===== src/rtl/regfile_write_arbiter_if.sv =====
// Write-arbiter bundle: ALU and memory writeback handshakes, the register-file write port
// and the decode-stage hazard checks.
`ifndef WordWidth
`define WordWidth 32
`endif
`ifndef Def_RegisterSelectWidth
`define Def_RegisterSelectWidth 4
`endif

interface regfile_write_arbiter_if #(
    parameter int WordWidth = `WordWidth,
    parameter int SelWidth  = `Def_RegisterSelectWidth
);
    logic                 in_AluWriteRequest;
    logic [SelWidth-1:0]  in_AluWriteRegisterNumber;
    logic [WordWidth-1:0] in_AluWriteBus;
    logic                 out_AluWriteGrant;

    logic                 in_MemWriteRequest;
    logic [SelWidth-1:0]  in_MemWriteRegisterNumber;
    logic [WordWidth-1:0] in_MemWriteBus;
    logic                 out_MemWriteGrant;

    logic                 out_WriteEnable;
    logic [SelWidth-1:0]  out_WriteRegisterNumber;
    logic [WordWidth-1:0] out_WriteBus;

    logic [SelWidth-1:0]  in_LeftCheckRegisterNumber;
    logic [SelWidth-1:0]  in_RightCheckRegisterNumber;
    logic                 out_LeftReadHazard;
    logic                 out_RightReadHazard;

    modport master (
        output in_AluWriteRequest, in_AluWriteRegisterNumber, in_AluWriteBus,
        output in_MemWriteRequest, in_MemWriteRegisterNumber, in_MemWriteBus,
        output in_LeftCheckRegisterNumber, in_RightCheckRegisterNumber,
        input  out_AluWriteGrant, out_MemWriteGrant,
        input  out_WriteEnable, out_WriteRegisterNumber, out_WriteBus,
        input  out_LeftReadHazard, out_RightReadHazard
    );

    modport slave (
        input  in_AluWriteRequest, in_AluWriteRegisterNumber, in_AluWriteBus,
        input  in_MemWriteRequest, in_MemWriteRegisterNumber, in_MemWriteBus,
        input  in_LeftCheckRegisterNumber, in_RightCheckRegisterNumber,
        output out_AluWriteGrant, out_MemWriteGrant,
        output out_WriteEnable, out_WriteRegisterNumber, out_WriteBus,
        output out_LeftReadHazard, out_RightReadHazard
    );
endinterface


===== src/rtl/regfile_write_arbiter.sv =====
// Shares the register-file write port between ALU and memory writeback via one-entry buffers.
// Define REGARB_ROUNDROBIN_EN for round-robin conflicts; default build gives MEM fixed priority.
`ifndef WordWidth
`define WordWidth 32
`endif
`ifndef Def_RegisterSelectWidth
`define Def_RegisterSelectWidth 4
`endif

module regfile_write_arbiter #(
    parameter int WordWidth = `WordWidth,
    parameter int SelWidth  = `Def_RegisterSelectWidth
) (
    input logic                   clock,
    input logic                   reset,
    regfile_write_arbiter_if.slave wrIf
);

    logic                 aluVld_p0, memVld_p0;
    logic [SelWidth-1:0]  aluReg_p0, memReg_p0;
    logic [WordWidth-1:0] aluData_p0, memData_p0;
    logic                 memOlder_p0;
`ifdef REGARB_ROUNDROBIN_EN
    logic                 lastMem_p0;
`endif

    logic                 vld_p1;
    logic [SelWidth-1:0]  wrReg_p1;
    logic [WordWidth-1:0] wrData_p1;

    logic sameReg, conflict, conflictPickMem;
    logic selAlu, selMem, grantAlu, grantMem, loadAlu, loadMem;

    function automatic logic pendingMatch(
        input logic                aVld, input logic [SelWidth-1:0] aReg,
        input logic                mVld, input logic [SelWidth-1:0] mReg,
        input logic                pVld, input logic [SelWidth-1:0] pReg,
        input logic [SelWidth-1:0] chk
    );
        return (aVld && (aReg == chk)) || (mVld && (mReg == chk)) || (pVld && (pReg == chk));
    endfunction

    assign sameReg  = (aluReg_p0 == memReg_p0);
    assign conflict = aluVld_p0 && memVld_p0 && !sameReg;

`ifdef REGARB_ROUNDROBIN_EN
    assign conflictPickMem = !lastMem_p0;
`else
    assign conflictPickMem = 1'b1;
`endif

    always_comb begin
        selAlu = 1'b0;
        selMem = 1'b0;
        if (aluVld_p0 && memVld_p0) begin
            // Same destination must drain in program order; otherwise the policy decides.
            selMem = sameReg ? memOlder_p0 : conflictPickMem;
            selAlu = !selMem;
        end else begin
            selAlu = aluVld_p0;
            selMem = memVld_p0;
        end
    end

    assign grantAlu = reset && (!aluVld_p0 || selAlu);
    assign grantMem = reset && (!memVld_p0 || selMem);
    assign loadAlu  = wrIf.in_AluWriteRequest && grantAlu;
    assign loadMem  = wrIf.in_MemWriteRequest && grantMem;

    // Stage p0: holding buffers, age and round-robin state
    always_ff @(posedge clock) begin
        if (!reset) begin
            aluVld_p0   <= 1'b0;
            memVld_p0   <= 1'b0;
            memOlder_p0 <= 1'b0;
`ifdef REGARB_ROUNDROBIN_EN
            lastMem_p0  <= 1'b0;
`endif
        end else begin
            if (loadAlu)     aluVld_p0 <= 1'b1;
            else if (selAlu) aluVld_p0 <= 1'b0;
            if (loadMem)     memVld_p0 <= 1'b1;
            else if (selMem) memVld_p0 <= 1'b0;

            if (loadAlu && loadMem)                        memOlder_p0 <= 1'b0;
            else if (loadAlu && memVld_p0 && !selMem)      memOlder_p0 <= 1'b1;
            else if (loadMem && aluVld_p0 && !selAlu)      memOlder_p0 <= 1'b0;
`ifdef REGARB_ROUNDROBIN_EN
            if (conflict) lastMem_p0 <= selMem;
`endif
        end
    end

    always_ff @(posedge clock) begin
        if (loadAlu) begin
            aluReg_p0  <= wrIf.in_AluWriteRegisterNumber;
            aluData_p0 <= wrIf.in_AluWriteBus;
        end
        if (loadMem) begin
            memReg_p0  <= wrIf.in_MemWriteRegisterNumber;
            memData_p0 <= wrIf.in_MemWriteBus;
        end
    end

    // Stage p1: registered write port
    always_ff @(posedge clock) begin
        if (!reset) begin
            vld_p1    <= 1'b0;
            wrReg_p1  <= '0;
            wrData_p1 <= '0;
        end else begin
            vld_p1 <= selAlu || selMem;
            if (selAlu) begin
                wrReg_p1  <= aluReg_p0;
                wrData_p1 <= aluData_p0;
            end else if (selMem) begin
                wrReg_p1  <= memReg_p0;
                wrData_p1 <= memData_p0;
            end
        end
    end

    assign wrIf.out_AluWriteGrant       = grantAlu;
    assign wrIf.out_MemWriteGrant       = grantMem;
    assign wrIf.out_WriteEnable         = vld_p1;
    assign wrIf.out_WriteRegisterNumber = wrReg_p1;
    assign wrIf.out_WriteBus            = wrData_p1;

    assign wrIf.out_LeftReadHazard  = pendingMatch(aluVld_p0, aluReg_p0, memVld_p0, memReg_p0,
                                                   vld_p1, wrReg_p1, wrIf.in_LeftCheckRegisterNumber);
    assign wrIf.out_RightReadHazard = pendingMatch(aluVld_p0, aluReg_p0, memVld_p0, memReg_p0,
                                                   vld_p1, wrReg_p1, wrIf.in_RightCheckRegisterNumber);

endmodule

===== src/flat_wrapper.sv =====
// flat-port wrapper written by rule: the top's interface ports become plain ports
module regfile_write_arbiter_flat 
#(
    parameter int WordWidth = `WordWidth,
    parameter int SelWidth  = `Def_RegisterSelectWidth
)
  (clock, reset, wrIf_in_AluWriteRequest, wrIf_in_AluWriteRegisterNumber, wrIf_in_AluWriteBus, wrIf_in_MemWriteRequest, wrIf_in_MemWriteRegisterNumber, wrIf_in_MemWriteBus, wrIf_in_LeftCheckRegisterNumber, wrIf_in_RightCheckRegisterNumber, wrIf_out_AluWriteGrant, wrIf_out_MemWriteGrant, wrIf_out_WriteEnable, wrIf_out_WriteRegisterNumber, wrIf_out_WriteBus, wrIf_out_LeftReadHazard, wrIf_out_RightReadHazard);
  regfile_write_arbiter_if #(.WordWidth(WordWidth), .SelWidth(SelWidth)) wrIf_i ();
  input logic clock;
  input logic reset;
  input wire logic [$bits(wrIf_i.in_AluWriteRequest)-1:0] wrIf_in_AluWriteRequest;
  input wire logic [$bits(wrIf_i.in_AluWriteRegisterNumber)-1:0] wrIf_in_AluWriteRegisterNumber;
  input wire logic [$bits(wrIf_i.in_AluWriteBus)-1:0] wrIf_in_AluWriteBus;
  input wire logic [$bits(wrIf_i.in_MemWriteRequest)-1:0] wrIf_in_MemWriteRequest;
  input wire logic [$bits(wrIf_i.in_MemWriteRegisterNumber)-1:0] wrIf_in_MemWriteRegisterNumber;
  input wire logic [$bits(wrIf_i.in_MemWriteBus)-1:0] wrIf_in_MemWriteBus;
  input wire logic [$bits(wrIf_i.in_LeftCheckRegisterNumber)-1:0] wrIf_in_LeftCheckRegisterNumber;
  input wire logic [$bits(wrIf_i.in_RightCheckRegisterNumber)-1:0] wrIf_in_RightCheckRegisterNumber;
  output wire logic [$bits(wrIf_i.out_AluWriteGrant)-1:0] wrIf_out_AluWriteGrant;
  output wire logic [$bits(wrIf_i.out_MemWriteGrant)-1:0] wrIf_out_MemWriteGrant;
  output wire logic [$bits(wrIf_i.out_WriteEnable)-1:0] wrIf_out_WriteEnable;
  output wire logic [$bits(wrIf_i.out_WriteRegisterNumber)-1:0] wrIf_out_WriteRegisterNumber;
  output wire logic [$bits(wrIf_i.out_WriteBus)-1:0] wrIf_out_WriteBus;
  output wire logic [$bits(wrIf_i.out_LeftReadHazard)-1:0] wrIf_out_LeftReadHazard;
  output wire logic [$bits(wrIf_i.out_RightReadHazard)-1:0] wrIf_out_RightReadHazard;
  assign wrIf_i.in_AluWriteRequest = wrIf_in_AluWriteRequest;
  assign wrIf_i.in_AluWriteRegisterNumber = wrIf_in_AluWriteRegisterNumber;
  assign wrIf_i.in_AluWriteBus = wrIf_in_AluWriteBus;
  assign wrIf_i.in_MemWriteRequest = wrIf_in_MemWriteRequest;
  assign wrIf_i.in_MemWriteRegisterNumber = wrIf_in_MemWriteRegisterNumber;
  assign wrIf_i.in_MemWriteBus = wrIf_in_MemWriteBus;
  assign wrIf_i.in_LeftCheckRegisterNumber = wrIf_in_LeftCheckRegisterNumber;
  assign wrIf_i.in_RightCheckRegisterNumber = wrIf_in_RightCheckRegisterNumber;
  assign wrIf_out_AluWriteGrant = wrIf_i.out_AluWriteGrant;
  assign wrIf_out_MemWriteGrant = wrIf_i.out_MemWriteGrant;
  assign wrIf_out_WriteEnable = wrIf_i.out_WriteEnable;
  assign wrIf_out_WriteRegisterNumber = wrIf_i.out_WriteRegisterNumber;
  assign wrIf_out_WriteBus = wrIf_i.out_WriteBus;
  assign wrIf_out_LeftReadHazard = wrIf_i.out_LeftReadHazard;
  assign wrIf_out_RightReadHazard = wrIf_i.out_RightReadHazard;
  regfile_write_arbiter #(.WordWidth(WordWidth), .SelWidth(SelWidth)) u_core (.clock(clock), .reset(reset), .wrIf(wrIf_i));
endmodule

===== config.mk =====
export PLATFORM = sky130hd
export DESIGN_NAME = regfile_write_arbiter_flat
export DESIGN_NICKNAME = d
export VERILOG_FILES = /design/src/rtl/regfile_write_arbiter_if.sv /design/src/rtl/regfile_write_arbiter.sv /design/src/flat_wrapper.sv
export SDC_FILE = /design/constraint.sdc
export NUM_CORES = 1
export LEC_CHECK = 0
export ABC_CLOCK_PERIOD_IN_PS = 3900
export CAP_MARGIN = 25
export CORE_MARGIN = 4
export CORE_UTILIZATION = 30
export DETAILED_ROUTE_END_ITERATION = 12
export HOLD_SLACK_MARGIN = 0.02
export PLACE_DENSITY = 0.51
export SYNTH_ARGS = -nofsm -noshare
export SYNTH_HDL_FRONTEND = slang
export SYNTH_SLANG_ARGS = --single-unit

===== constraint.sdc =====
create_clock -name clock -period 3.9 [get_ports clock]
set_input_delay 0.585 -clock clock [delete_from_list [all_inputs] [get_ports clock]]
set_output_delay 0.585 -clock clock [all_outputs]
set_load 0.02 [all_outputs]

==> results.py <==
metrics = {
    "status": {
        "status": "finished, final reports clean",
    },
    "sta": {
        "holdWs_ns": 0.468,
        "period_share_pct": 76.2,
        "worstMarginPinSlew_ns": 0.805,
        "slew_viol_final": 0,
        "skew_ns": 0.00734,
        "max_freq_mhz": 336,
        "relSlewSlack_pct": 46.4,
        "rsz0062_at_grt": "no",
        "setup_viol": 0,
        "period_needed_ns": 2.97,
        "final.setup.tns_ns": 0,
        "hold_viol_final": 0,
    },
    "global_route": {
        "gr-total-overflow": 0,
        "antenna_found_initial": 0,
        "grtUsageTotal_pct": 13.2,
        "grt_pass1_vias": 3175,
        "grt_pass1_wl_mm": 16.9,
        "grt_start_max_net_pins": 37,
    },
    "clock_network": {
        "cts_hold_buf": 0,
        "clkTransAtPathRegs_ns": 0.07,
        "cts_setup_buffers": 0,
        "cts_made_buffers": 9,
        "clk_latency_ns": 0.35,
        "ctsResizeCount": 0,
        "cts_tree": "yes",
        "cts_buffer_depth": 2,
        "clock_sink_count": 112,
        "clock-root-buffer": "clkbuf_16",
        "htreeDepth": 3,
    },
    "route": {
        "routed_wl_mm": 10.7,
        "dr.pass1.iters": 4,
        "vias": 2971,
        "routedWlPerCell_um": 16.4,
        "avgViaCountPerCell": 4.54,
        "first_iter_violations": 132,
        "final_antenna_net_count": 0,
        "drc": 0,
    },
    "finish": {
        "seqCellArea_um2": 2960,
        "fin_cells": 654,
        "area_growth_pct": 39.5,
        "layout.nets": 549,
        "drive_gt1_share_pct": 12.8,
        "fill_cells": 1362,
        "finalCoreUtilization_pct": 42.7,
        "antennaDiodeCount": 0,
        "multi_input_area_um2": 1260,
    },
    "floorplanning": {
        "dieArea_um2": 16900,
        "core-area_um2": 14600,
        "die_h_um": 130,
        "fp-row-count": 44,
        "num_io_pins": 125,
        "dieWidth_um": 130,
        "initial_core_util_pct": 30.6,
    },
    "power": {
        "leakagePower_uw": 0.00224,
        "p_per_area_nw_per_um2": 441,
        "seq_power_share_pct": 49.6,
        "intPower_uw": 2130,
        "power_switching_uw": 617,
        "power.share.clock_pct": 38.3,
        "swShare_pct": 22.5,
        "ir_drop_uv": 195,
        "p_comb_share_pct": 12.1,
    },
    "placement": {
        "gp_congestion": 0.724,
        "dp_cells": 638,
        "port_buffers": 124,
        "hpwl_mm": 7.25,
    },
    "setup_path": {
        "crit_path_start_kind": "flip-flop",
        "path_class": "flip-flop to primary output",
        "crit_path_end_kind": "primary output",
        "required_ns": 3.31,
        "critical_path_arrival_ns": 2.39,
        "worstPathMaxFanout": 4,
    },
    "yosys": {
        "synth_cell_type_count": 28,
        "synth.cell_area_um2": 4470,
        "syn_nets": 423,
        "yosys_warnings": 0,
        "synth_cells": 339,
        "ys_ff_latch": 112,
        "yosysSeqAreaShare_pct": 66.3,
        "syn_area_per_cell_um2": 13.2,
    },
    "job": {
        "maxCapViolCount": 0,
    },
    "min_path": {
        "hp-class": "flip-flop to flip-flop",
    },
}
Yosys cell counts:
master	instances	area, um^2
o221ai_1	6	52.6
inv_1	37	139
clkbuf_1	7	26.3
a21oi_1	2	10.0
nor2b_1	1	6.26
buf_12	3	60.1
buf_2	6	30.0
a21boi_4	1	18.8
dfxtp_1	40	801
xor2_1	22	193
buf_6	1	11.3
nand4_1	1	6.26
and2_1	2	12.5
o221ai_2	30	450
nor3b_2	1	12.5
xnor2_1	6	52.6
and3_1	1	6.26
o21ai_0	1	5.00
edfxtp_1	72	2160
a21boi_0	1	7.51
nor3_1	6	30.0
a31o_1	1	8.76
nor3_2	1	10.0
nand3_1	8	40.0
nand2_1	76	285
o21a_1	2	15.0
nor2_1	3	11.3
o22ai_1	1	6.26
final cells by class:
| type | count | share of cell area, % |
|---|---|---|
| clock buffer | 9 | 3.61 |
| clock inverter | 7 | 1.91 |
| inverter | 37 | 2.23 |
| multi-input combinational | 173 | 20.2 |
| sequential | 112 | 47.5 |
| tap | 184 | 3.69 |
| timing repair buffer | 132 | 20.9 |
per-stage QoR:
stage	power, uW	instance area, um^2	setup slack (ns)
finish	2750	6230	0.927
global route	2860	6230	0.805
CTS	2790	6230	0.907
detailed placement	1730	5890	1.02
global placement	1730	5890	1.07
floorplan	1540	4470	0.833
power by group through the flow:
stage	Sequential (uW)	Clock (uW)	Combinational [uW]
after global routing	1370	1130	360
after detailed placement	1390	0	339
after global placement	1390	0	334
after CTS	1370	1080	340
final	1360	1050	332
after floorplan	1420	0	122
layer usage:
layer	up-vias	wire length [um]	track usage, %
met4	0	225	6.05
met5	-	0	0
li1	1441	-	-
met1	1428	4660	16.5
met3	17	531	2.87
met2	85	5300	21.7
cells in the final DEF (no fill, tap or decap), drive strengths merged, types with 2 or more instances in the layout:
cell type / n
clkdlybuf4s50: 124
clkinv: 2
edfxtp: 72
nor3: 7
and2: 2
xor2: 22
xnor2: 6
clkbuf: 9
buf: 8
nand2: 76
a21boi: 2
bufinv: 3
o21a: 2
nand3: 8
inv: 38
a21oi: 2
nor2: 3
dfxtp: 40
o221ai: 36
final timing paths:
path | from | end | slack (ns) | cells after the start
setup / recovery | u_core.memReg_p0[0] | wrIf_out_AluWriteGrant | 0.93 | 5
hold / removal | u_core.wrIf.out_WriteBus[22] | u_core.wrIf.out_WriteBus[22] | 0.47 | 2
setup reg to reg | u_core.memReg_p0[0] | u_core.wrIf.out_WriteRegisterNumber[2] | 1.50 | 5
hold reg to reg | u_core.wrIf.out_WriteBus[22] | u_core.wrIf.out_WriteBus[22] | 0.47 | 2
flip-flops by register name, indices dropped and copies added, names as in the netlist:
signal and flops:
u_core.aluVld_p0 1, u_core.memData_p0 32, u_core.aluReg_p0 4, u_core.memOlder_p0 1, u_core.aluData_p0 32, u_core.memVld_p0 1
u_core.wrIf.out_WriteRegisterNumber 4, u_core.memReg_p0 4, u_core.wrIf.out_WriteBus 32, u_core.wrIf.out_WriteEnable 1
worst max-delay path, stage by stage, from the launching register on:
cell and delay [ns]:
edfxtp_1 0.50, xor2_1 0.21, nor3_2 0.35, a21oi_1 0.22, nor2b_1 0.15, clkdlybuf4s50_1 0.61
logic make-up (layout without fill, tap and decap cells):
family	count (synthesis)	in the layout	share of synthesized area, %
buffers and inverters	54	185	5.96
XOR/XNOR	28	28	5.49
flip-flops	112	112	66.3
AND/OR/NAND/NOR	100	100	9.41
AO/OA/AOI/OAI	45	45	12.8
(Power assumes the default switching activity.)
==> variant 1: new RTL, same flow settings <==
`Def_RegisterSelectWidth`: 4 -> 2.
--- a/src/rtl/regfile_write_arbiter_if.sv
+++ b/src/rtl/regfile_write_arbiter_if.sv
@@ -6,3 +6,3 @@
 `ifndef Def_RegisterSelectWidth
-`define Def_RegisterSelectWidth 4
+`define Def_RegisterSelectWidth 2
 `endif
Ports: changed (5 resized); port bits go from 125 to 115. The function was not compared with the original's and may differ.
==> variant 1 against the unedited design <==
- setup slack improved by 36 ps
- final cell count fell by 14%
- cell area fell by 13%
- combinational power fell by 7.2%
- via count fell by 18%
- first-iteration DRC count rose by 17%
- fmax rose by 1.2%
- power fell by 11%
- sequential cell count fell by 6
- area after synthesis fell by 14%
- routed wire length fell by 21%
- die area fell by 13%
- critical path type is now in2out
- critical endpoint is now wrIf_out_LeftReadHazard
- largest cell class unchanged
==> variant 1: results (changes against the unedited design) <==
Parameter                              Value

Outcome
  Status ... finished, final reports clean

Power and ir drop
  Pleak ... 2.00 nW (-10%)
  Max VDD drop ... 0.201 mV (+2.9%)

Route
  WL final ... 8500 µm (-21%)
  Vias per cell ... 4.34 (-4.5%)
  Number of DRC violations after detailed-routing iteration 0 ... 154 (+17%)

Critical path
  Count of cells along the worst register-to-register path ... 4 (-1)
  Setup slack of the most critical reg-to-reg path ... 1570 ps (+70 ps)

Layout
  Share of post-route cells with drive strength above 1 ... 0.0567 (-0.0710)
  Layout filler cell count ... 1204 (-12%)
  Post-layout net count ... 459 (-16%)
  Multi-input gate area in the final layout ... 946 µm² (-25%)

Placed design
  Placer's final routability congestion estimate ... 0.713 (-1.6%)
  I/O Buffers ... 114 (-8.1%)
  Detail Placement HPWL ... 5620 µm (-23%)

Timing
  Setup skew after layout ... 9.69 ps (+2.35 ps)
  Rel. slew slack ... 0.360 (-0.104)
  Final Cycle Share ... 0.753 (-0.00924)

Synth
  Post-synth EDFFs ... 68 (-5.6%)
  Yosys top cell area share ... 0.530 (+0.0466)
  Most common library cells after synthesis ... sky130_fd_sc_hd__edfxtp_1 (68), sky130_fd_sc_hd__nand2_1 (39), sky130_fd_sc_hd__dfxtp_1 (38)
  Biggest area contributors in the synthesized netlist ... sky130_fd_sc_hd__edfxtp_1 (53%), sky130_fd_sc_hd__dfxtp_1 (20%), sky130_fd_sc_hd__mux2i_1 (8.8%)
  Post-synthesis net count ... 343 (-19%)

GRT
  Wire length of the first global-routing pass ... 12900 µm (-23%)
  Global-route usage over all layers ... 0.118 (-0.0134)
## variant 1: power by group through the flow
stage | combinational [mW] | clock [mW] | sequential, mW
floorplan | 0.116 | 0 | 1.34
global placement | 0.307 | 0 | 1.32
finish | 0.308 | 0.845 | 1.29
CTS | 0.315 | 0.896 | 1.29
global route | 0.332 | 0.926 | 1.30
detailed placement | 0.314 | 0 | 1.32
## variant 1: path summary, 6_finish.rpt
path / from / endpoint
max: wrIf_in_LeftCheckRegisterNumber[0] / wrIf_out_LeftReadHazard
min: u_core.wrIf.out_WriteBus[9]$_SDFFE_PN0P_ / u_core.wrIf.out_WriteBus[9]$_SDFFE_PN0P_
max reg2reg: u_core.aluReg_p0[1]$_DFFE_PP_ / u_core.aluData_p0[19]$_DFFE_PP_
min reg2reg: u_core.wrIf.out_WriteBus[9]$_SDFFE_PN0P_ / u_core.wrIf.out_WriteBus[9]$_SDFFE_PN0P_
## variant 1: layer usage
layer,routed length (µm),part of all wire,global-route usage,vias to the layer above
li1,-,-,-,1200
met1,3700,0.44,0.144,1149
met2,4130,0.49,0.190,73
met3,588,0.069,0.0466,7
met4,86,0.010,0.0420,0
met5,0,0,0,-
## variant 1: worst max-delay path, stage by stage
cell and delay (ps):
sky130_fd_sc_hd__clkdlybuf4s50_1 550, sky130_fd_sc_hd__xnor2_1 170, sky130_fd_sc_hd__nand2_1 70, sky130_fd_sc_hd__o221ai_1 180
sky130_fd_sc_hd__a32o_1 170, sky130_fd_sc_hd__clkdlybuf4s50_1 620
## variant 1: per-stage QoR
stage               cells  instance area, µm²
floorplan             267                3850
global placement      543                5140
detailed placement    544                5170
CTS                   560                5450
global route          560                5450
finish                560                5450
## variant 1: kinds of logic (layout without fill, tap and decap cells)
logic type	count (synthesis)	count (layout)	share of synthesized area
simple gates	53	53	0.0595
mux	34	34	0.0884
xor+xnor	10	10	0.0228
flops	106	106	0.728
compound gates	47	47	0.0695
buf+inv	17	138	0.0318
## variant 1: final cells by class
type	instances	area share
tap	172	0.0395
clock inverter	5	0.00689
inverter	5	0.00345
clock buffer	11	0.0446
multi-input combinational	144	0.174
timing repair buffer	117	0.217
sequential	106	0.515
==> variant 2: new RTL, same settings <==
Without the edit above. Reset style: asynchronous (`reset`), changed in 2 clocked blocks.
--- a/src/rtl/regfile_write_arbiter.sv
+++ b/src/rtl/regfile_write_arbiter.sv
@@ -70,3 +70,3 @@
     // Stage p0: holding buffers, age and round-robin state
-    always_ff @(posedge clock) begin
+    always_ff @(posedge clock or negedge reset) begin
         if (!reset) begin
@@ -105,3 +105,3 @@
     // Stage p1: registered write port
-    always_ff @(posedge clock) begin
+    always_ff @(posedge clock or negedge reset) begin
         if (!reset) begin
Behaviour: differs if reset is asserted again (counterexample within 4 cycles, from zero or initial values and one cycle with reset low); with reset held inactive, the same outputs for 4 cycles.
==> variant 2 against the unedited design <==
- cell area is 5.0% higher
- clock skew grew 6.5 ps
- core utilization hardly changed
- register-to-register slack lost 270 ps
- routed wire length is 14% higher
- setup slack lost 65 ps
- sequential power grew 7%
- die area increased by 5.6%
- power grew 9.6%
- area after synthesis grew 5.9%
- sequential cell count unchanged
==> variant 2: results (changes against the unedited design) <==
Parameter                              Value

Placed design
  Placement Cell Area ... 0.00622 mm² (+5.6%)
  Place WS ... 1010 ps (-12.0 ps)
  Placer's final routability congestion estimate ... 0.699 (-3.5%)
  Placed cells ... 660 (+3.4%)

Critical path
  Worst EP arrival ... 2450 ps (+60 ps)
  Delay of the slowest cell on the worst path ... 530 ps (-80 ps)
  End of the worst register-to-register path ... u_core.aluData_p0[13]$_DFFE_PN_
  CP delay by family, top ... simple AND/OR/NAND/NOR gates
  Biggest fanout along the worst timing path ... 5 (+1)
  Critical Path Sink ... wrIf_out_MemWriteGrant

Route
  Number of DRC violations after detailed-routing iteration 0 ... 141 (+6.8%)
  WL final ... 12200 µm (+14%)

Layout
  Layout filler cell count ... 1436 (+5.4%)
  Post-layout net count ... 544 (-0.91%)
  Clock buffer count in the final layout ... 12 (+3)
  Fraction of area in non-clock buffers ... 0.198 (-0.0110)
  Clock buffers and inverters, area share ... 0.0499 (-0.00529)
  Post-Route Utilization ... 0.427 (about the same)
  Non-clock buffer total of the final layout ... 130 (-1.5%)
  Post-route insts no fill ... 676 (+3.4%)
  Multi-input gate area in the final layout ... 0.00136 mm² (+8.6%)
  Non-clk invs ... 34 (-8.1%)
  Share of post-route cells with drive strength above 1 ... 0.0903 (-0.0373)

Power and ir drop
  Max VDD drop ... 0.314 mV (+61%)
  Net switching power ... 0.781 mW (+26%)
  Power per standard cell area ... 460 mW/mm² (+4.4%)
  Register share of total power ... 0.481 (-0.015)
  Pleak ... 2.37 nW (+6.1%)
  Total clock network power ... 0.982 mW (-6%)

Synth
  Area fraction in compound gates after synthesis ... 0.147 (+0.0182)
  Multiplexer fraction of the synthesized cell area ... 0.00634 (+0.00634)
  Netlist cell types ... 30 (+7.1%)
  Average instance area after synthesis ... 13.8 µm² (+4.7%)
  Post-synthesis net count ... 427 (+0.95%)

Outcome
  Status ... finished, final reports clean

Timing
  Transition time of the tightest slew-check pin ... 966 ps (+162 ps)
  Tightest hold margin ... 99.4 ps (-369 ps)

GRT
  Wire length of the first global-routing pass ... 19500 µm (+16%)
  Number of antenna violations at the first check in global routing ... 1 (+1)
  Largest net degree at the start of global routing ... 43 (+16%)
  Vias in the first global route ... 3507 (+10%)

Hold path
  HP Class ... in2async

Floorplanning
  Die width ... 134 µm (+2.7%)
variant 2: cell types whose count changed after synthesis, moves of 5 or more:
cell                       delta
sky130_fd_sc_hd__nand2_1     -68
sky130_fd_sc_hd__dfrtp_1     +40
sky130_fd_sc_hd__dfxtp_1     -40
sky130_fd_sc_hd__a211oi_1    +32
sky130_fd_sc_hd__nor2b_1     +32
sky130_fd_sc_hd__o221ai_2    -30
sky130_fd_sc_hd__a32oi_1     +22
sky130_fd_sc_hd__a32oi_2     +10
sky130_fd_sc_hd__clkbuf_1     +6
sky130_fd_sc_hd__o221ai_1     -6
sky130_fd_sc_hd__o21ai_0      +5
variant 2: metal layers:
| layer | track usage | share of wire | vias up |
|---|---|---|---|
| li1 | - | - | 1490 |
| met1 | 0.173 | 0.42 | 1555 |
| met2 | 0.243 | 0.51 | 101 |
| met3 | 0.0483 | 0.064 | 7 |
| met4 | 0.0406 | 0.011 | 2 |
| met5 | 0 | 0.0011 | - |
